<file path="src/rtl/mem_access_ctrl.sv">
// Data-RAM initiator: turns one MEM-stage load/store into a registered byte-lane RAM access,
// extracts/extends load data, stalls while busy and flags misaligned or out-of-range addresses.
module mem_access_ctrl #(
  parameter int unsigned ADDR_W    = 32,
  parameter int unsigned MEM_WORDS = 63
) (
  input  logic              clk,
  input  logic              rst_n,
  input  logic              req_i,
  input  logic [2:0]        op_i,
  input  logic [ADDR_W-1:0] addr_i,
  input  logic [31:0]       wdata_i,
  output logic              stall_o,
  output logic              done_o,
  output logic [31:0]       rdata_o,
  output logic              exc_o,
  output logic [ADDR_W-1:0] badaddr_o,
  output logic              ram_ce_o,
  output logic              ram_we_o,
  output logic [ADDR_W-1:0] ram_addr_o,
  output logic [3:0]        ram_vldbyte_o,
  output logic [31:0]       ram_data_o,
  input  logic [31:0]       ram_data_i
);

  localparam logic [1:0] StIdle   = 2'd0;
  localparam logic [1:0] StAccess = 2'd1;
  localparam logic [1:0] StDone   = 2'd2;
  localparam logic [1:0] StErr    = 2'd3;

  localparam logic [2:0] OpLb  = 3'd0;
  localparam logic [2:0] OpLbu = 3'd1;
  localparam logic [2:0] OpLh  = 3'd2;
  localparam logic [2:0] OpLhu = 3'd3;
  localparam logic [2:0] OpLw  = 3'd4;
  localparam logic [2:0] OpSb  = 3'd5;
  localparam logic [2:0] OpSh  = 3'd6;
  localparam logic [2:0] OpSw  = 3'd7;

  localparam logic [ADDR_W-1:0] MemWordsW = ADDR_W'(MEM_WORDS);

  logic [1:0]        state_q, state_d;
  logic [2:0]        op_q;
  logic [1:0]        off_q;
  logic              ce_q, we_q;
  logic [ADDR_W-1:0] raddr_q;
  logic [3:0]        vld_q, vld_d;
  logic [31:0]       wdat_q, wdat_d;
  logic [31:0]       rdata_q;
  logic [ADDR_W-1:0] badaddr_q;

  logic is_store, is_half, is_word, misaligned, out_of_range, fault, accept, load_q;
  logic [7:0]  byte_sel;
  logic [15:0] half_sel;
  logic [31:0] ext;

  assign is_store     = (op_i == OpSb) || (op_i == OpSh) || (op_i == OpSw);
  assign is_half      = (op_i == OpLh) || (op_i == OpLhu) || (op_i == OpSh);
  assign is_word      = (op_i == OpLw) || (op_i == OpSw);
  assign misaligned   = (is_half && addr_i[0]) || (is_word && (addr_i[1:0] != 2'b00));
  assign out_of_range = (addr_i >> 2) >= MemWordsW;
  assign fault        = misaligned || out_of_range;
  assign accept       = (state_q == StIdle) && req_i;
  assign load_q       = op_q < OpSb;

  always_comb begin
    state_d = state_q;
    unique case (state_q)
      StIdle:   if (req_i) state_d = fault ? StErr : StAccess;
      StAccess: state_d = StDone;
      StDone:   state_d = StIdle;
      StErr:    state_d = StIdle;
      default:  state_d = StIdle;
    endcase
  end

  // Big-endian lanes: byte offset 0 lives in [31:24].
  always_comb begin
    vld_d  = 4'b0000;
    wdat_d = 32'h0;
    unique case (op_i)
      OpSb: begin
        vld_d  = 4'b1000 >> addr_i[1:0];
        wdat_d = {4{wdata_i[7:0]}};
      end
      OpSh: begin
        vld_d  = addr_i[1] ? 4'b0011 : 4'b1100;
        wdat_d = {2{wdata_i[15:0]}};
      end
      OpSw: begin
        vld_d  = 4'b1111;
        wdat_d = wdata_i;
      end
      default: ;
    endcase
  end

  always_comb begin
    unique case (off_q)
      2'd0:    byte_sel = ram_data_i[31:24];
      2'd1:    byte_sel = ram_data_i[23:16];
      2'd2:    byte_sel = ram_data_i[15:8];
      default: byte_sel = ram_data_i[7:0];
    endcase
    half_sel = off_q[1] ? ram_data_i[15:0] : ram_data_i[31:16];
    unique case (op_q)
      OpLb:    ext = {{24{byte_sel[7]}}, byte_sel};
      OpLbu:   ext = {24'h0, byte_sel};
      OpLh:    ext = {{16{half_sel[15]}}, half_sel};
      OpLhu:   ext = {16'h0, half_sel};
      default: ext = ram_data_i;
    endcase
  end

  always_ff @(posedge clk or negedge rst_n) begin
    if (!rst_n) begin
      state_q   <= StIdle;
      op_q      <= OpLb;
      off_q     <= 2'b00;
      ce_q      <= 1'b0;
      we_q      <= 1'b0;
      raddr_q   <= '0;
      vld_q     <= 4'b0000;
      wdat_q    <= 32'h0;
      rdata_q   <= 32'h0;
      badaddr_q <= '0;
    end else begin
      state_q <= state_d;
      if (accept && !fault) begin
        op_q    <= op_i;
        off_q   <= addr_i[1:0];
        ce_q    <= 1'b1;
        we_q    <= is_store;
        raddr_q <= {addr_i[ADDR_W-1:2], 2'b00};
        vld_q   <= vld_d;
        wdat_q  <= wdat_d;
      end else if (state_q == StAccess) begin
        ce_q    <= 1'b0;
        we_q    <= 1'b0;
        raddr_q <= '0;
        vld_q   <= 4'b0000;
        wdat_q  <= 32'h0;
        if (load_q) rdata_q <= ext;
      end
      if (accept && fault) badaddr_q <= addr_i;
    end
  end

  // Gated by rst_n so a held request cannot raise stall while in reset.
  assign stall_o       = rst_n && (accept || (state_q == StAccess));
  assign done_o        = state_q == StDone;
  assign exc_o         = state_q == StErr;
  assign rdata_o       = rdata_q;
  assign badaddr_o     = badaddr_q;
  assign ram_ce_o      = ce_q;
  assign ram_we_o      = we_q;
  assign ram_addr_o    = raddr_q;
  assign ram_vldbyte_o = vld_q;
  assign ram_data_o    = wdat_q;

endmodule

</file>
<file path="config.mk">
export PLATFORM = sky130hd
export DESIGN_NAME = mem_access_ctrl
export DESIGN_NICKNAME = d
export VERILOG_FILES = /design/src/rtl/mem_access_ctrl.sv
export SDC_FILE = /design/constraint.sdc
export NUM_CORES = 1
export LEC_CHECK = 0
export ABC_AREA = 1
export BUFFER_PORTS_ARGS = -buffer_cell sky130_fd_sc_hd__buf_2
export CAP_MARGIN = 10
export CORE_MARGIN = 4
export CORE_UTILIZATION = 45
export DETAILED_ROUTE_END_ITERATION = 8
export HOLD_SLACK_MARGIN = 0.05
export PLACE_DENSITY = 0.81
export REMOVE_ABC_BUFFERS = 1
export SETUP_SLACK_MARGIN = 0.05
export SLEW_MARGIN = 20
export SYNTH_ARGS = -nofsm -noshare
export SYNTH_HDL_FRONTEND = slang
export SYNTH_SLANG_ARGS = --single-unit
</file>
<file path="constraint.sdc">
create_clock -name clk -period 1.84 [get_ports clk]
set_clock_uncertainty 0.2 [all_clocks]
set_input_delay 0.184 -clock clk [delete_from_list [all_inputs] [get_ports clk]]
set_output_delay 0.184 -clock clk [all_outputs]
set_load 0.01 [all_outputs]
</file>
==> impl_results.md <==
- Num CTS Buffers: 17
- Sw Ratio: roughly 32%
- Crit path to: badaddr_o[7]
- Crit path launch: addr_i[6]
- FF+latch count, synth: about 140
- Die height: 130 microns
- Initial DRC Count: 760
- IO Port Bufs: roughly 240
- Syn_area_per_cell: a little under 8 sq um
- Largest net degree at the start of global routing: about 100
- Run status: complete, no violations
- Reg-to-reg startpoint: state_q[1]
- Hold path depth: 7
- Tmin final: 1.80 ns
- Vias in the first global route: about 7600
- First-pass GRT wire length: ~37 mm
- IO Pins: 239
- Root Buffer: clkbuf_16
- Sequential share of power: between 30 and 40%
- Final Routed Wirelength: 25.2 mm
- Synth warn: 0
- FF+latch area: between 0.003 and 0.004 sq mm
- Total core area: approximately 0.015 sq mm
- Cell count after placement: between 1000 and 1500
- Post-route ant nets: 0
- Clock Pin Slew Worst Setup and Hold Paths: ~0.06 ns
- Slew Viols, Final: 0
- Async SR Flop Fraction: between 90% and 100%
- Worst Setup Start Kind: primary input
- P&R area growth vs syn: 59.4%
- Hold Violations, Final: 0
- Clock Power Share: 32.5%
- Fin util: about three quarters
- Crit path kind: primary input to flop
- Number of enable flip-flop cells after synthesis: 0
- Synth Instances: roughly 840
- Initial DRT Pass Iterations: 6
- Layout fillers: 960
- GRT Residual Overflow: 0
- Footprint of the multi-input gates: 0.00276 sq mm
- Crit path DAT: roughly 2.0 ns
- Clock Sinks: ~140
- Prevailing post-synth register cell: dfrtp_1
- Worst-margin pin slew: between 0.5 and 0.6 ns
- Die footprint: between 0.015 and 0.02 sq mm
- Initial Utilization: between 40% and 50%
- Synth unique cells: 30
- Max Cap Viol: 0
- # H-tree levels: 4
- Final HPWL DP: about 14 mm
- Combinational Power Share: between 20% and 30%
- Reg-to-reg endpoint: ram_addr_o[12]
- GRT Util Overall: about 28%
- Post-Syn Area: between 0.006 and 0.007 sq mm
- Site Rows: between 40 and 50
- Final setup violation count: 0
- Fin nets: around 1300
- Fmax: about 0.56 GHz
- Final non-filler cell area: approximately 0.011 sq mm
- Sequential share of the synthesized area: 52.1%
- Ratio of cells with drive above 1 in the final layout: between 20 and 30%
- DRC viols: 0
- Rel. slew slack: 64.0%
- Required time of the critical path: roughly 2.0 ns
- Hold Crit Class: primary input to flop
- RePlAce Congestion: between 0.9 and 1
- Via density: approximately 5.6
- Via count: 7899
- PwrDens: between 900 and 1000 mW/mm^2
- Unrepaired setup endpoints after global routing: yes
- Placed cell areas: a little over 0.008 sq mm
- TritonCTS clock tree: yes
- FF-to-FF path depth: 8
- Max VDD drop: just over 0.0006 V
- Pwr Total: slightly above 10 mW
- R2R setup slack: roughly 0.14 ns
- Crit path capture type: flop
- Period utilization: between 90% and 100%
- Die width: about 130 microns
- P_int: 6.86 mW
- CTS Buffer Depth: 2
- Crit Path Max Fanout: 7
- Leak: between 5 and 6 nW
- Clock Latency Late Sink: 0.42 ns
- Psw: approximately 3.3 mW
- WL/cell: 17.7 microns
- Filler-free cell count of the finished design: 1423
- Antenna violations before repair: 0
critical path, cell delays in order:
cell,delay [ns]
dlygate4sd3_1,0.55
buf_2,0.16
nand2_1,0.06
inv_1,0.04
nand2_1,0.07
nand2_2,0.08
nor2_4,0.17
buf_6,0.13
nand2_4,0.09
nand2_8,0.13
buf_12,0.12
nand2_1,0.06
nand2_1,0.08
worst min-delay path by stage:
stage,startpoint,to,slack [ns]
finish,op_i[1],ram_vldbyte_o[1],0.12
global route,op_i[2],ram_data_o[4],0.18
CTS,op_i[1],ram_vldbyte_o[1],0.09
detailed placement,rst_n,op_q[0],0.1
global placement,rst_n,state_q[0],0.11
floorplan,rst_n,badaddr_o[0],-0.31
cell usage after synthesis (5+ instances only):
cell      count  share of area (%)
clkbuf_1     22                1.2
o211ai_1      8               0.90
o21ai_1       5               0.37
buf_2        21                1.6
nand2_1     211                 12
nand3_1     135                 10
nor2_1       73                4.1
buf_4         8               0.90
buf_1         7               0.39
dfrtp_1     139                 52
nand4_1      44                4.1
a21oi_1      35                2.6
a31oi_1       7               0.66
o21ai_0      31                2.3
inv_1        66                3.7
cells in the final DEF (no fill, tap or decap), types with 8 or more instances in the layout:
cell | netlist | routed
a21oi_1 | 35 | 34
buf_12 | 0 | 10
buf_2 | 21 | 222
buf_4 | 8 | 31
buf_6 | 0 | 13
clkbuf_16 | 0 | 25
dfrtp_1 | 139 | 137
dlygate4sd3_1 | 0 | 122
dlymetal6s4s_1 | 0 | 13
inv_1 | 66 | 63
nand2_1 | 211 | 207
nand3_1 | 135 | 134
nand4_1 | 44 | 44
nor2_1 | 73 | 66
o211ai_1 | 8 | 8
o21ai_0 | 31 | 28
o21ai_1 | 5 | 8
power by group through the flow:
stage | clock, mW | combinational (mW) | sequential [mW]
2_1_floorplan | 0 | 0.830 | 4.28
3_3_place_gp | 0 | 2.29 | 4.04
3_5_place_dp | 0 | 2.36 | 4.03
4_1_cts | 3.35 | 2.63 | 4.00
5_1_grt | 3.50 | 3.09 | 4.08
6_report | 3.30 | 2.83 | 4.02
cells by family (layout without fill, tap and decap cells):
group,count (synthesis),after routing,synth area share [%]
AOI/OAI and AO/OA,97,97,8.26
buffers and inverters,128,524,8.04
DFF,139,139,52.1
other,1,3,0.0562
and+or+nand+nor,476,476,31.6
per-stage QoR:
stage               hold WS [ns]  TNS (ns)  worst slack, ns
finish                     0.124         0           0.0449
global route               0.179   -0.0121          -0.0121
CTS                       0.0854         0           0.0562
detailed placement        0.0989         0           0.0708
global placement           0.105         0            0.157
floorplan                 -0.312   -198.33            -1.84
routing by layer:
metal | share of wire (%) | GRT usage, % | vias to the layer above
met5 | 0 | 0 | -
met4 | 3.8 | 11.2 | 0
met3 | 8.7 | 6.30 | 100
met2 | 50 | 48.0 | 525
met1 | 38 | 34.2 | 3723
li1 | - | - | 3551
final cells by class:
type	count	share of cell area, %
Timing Repair Buffer	422	31.3
Antenna cell	1	0.0235
Tap cell	184	2.16
Multi-Input combinational cell	575	26.0
Clock buffer	19	4.25
Clock inverter	13	1.09
Inverter	70	2.47
Sequential cell	139	32.7
timing repair:
| item | 4_1_cts | 5_1_grt |
|---|---|---|
| hold endpoints to repair | 251 | 13 |
| gates cloned | 1 | 10 |
| hold buffers | 124 | 13 |
| pin swaps | 0 | 16 |
| endpoints found under the setup margin | 5 | 125 |
| setup buffers | 2 | 8 |
| resized for setup | 8 | 54 |
registers in the layout (all words and copies together), names as in the netlist:
register	count
badaddr_o	32
off_q	2
ram_data_o	32
ram_vldbyte_o	4
ram_addr_o	30
ram_ce_o	1
state_q	2
ram_we_o	1
op_q	3
rdata_o	32
(Power assumes the default switching activity.)
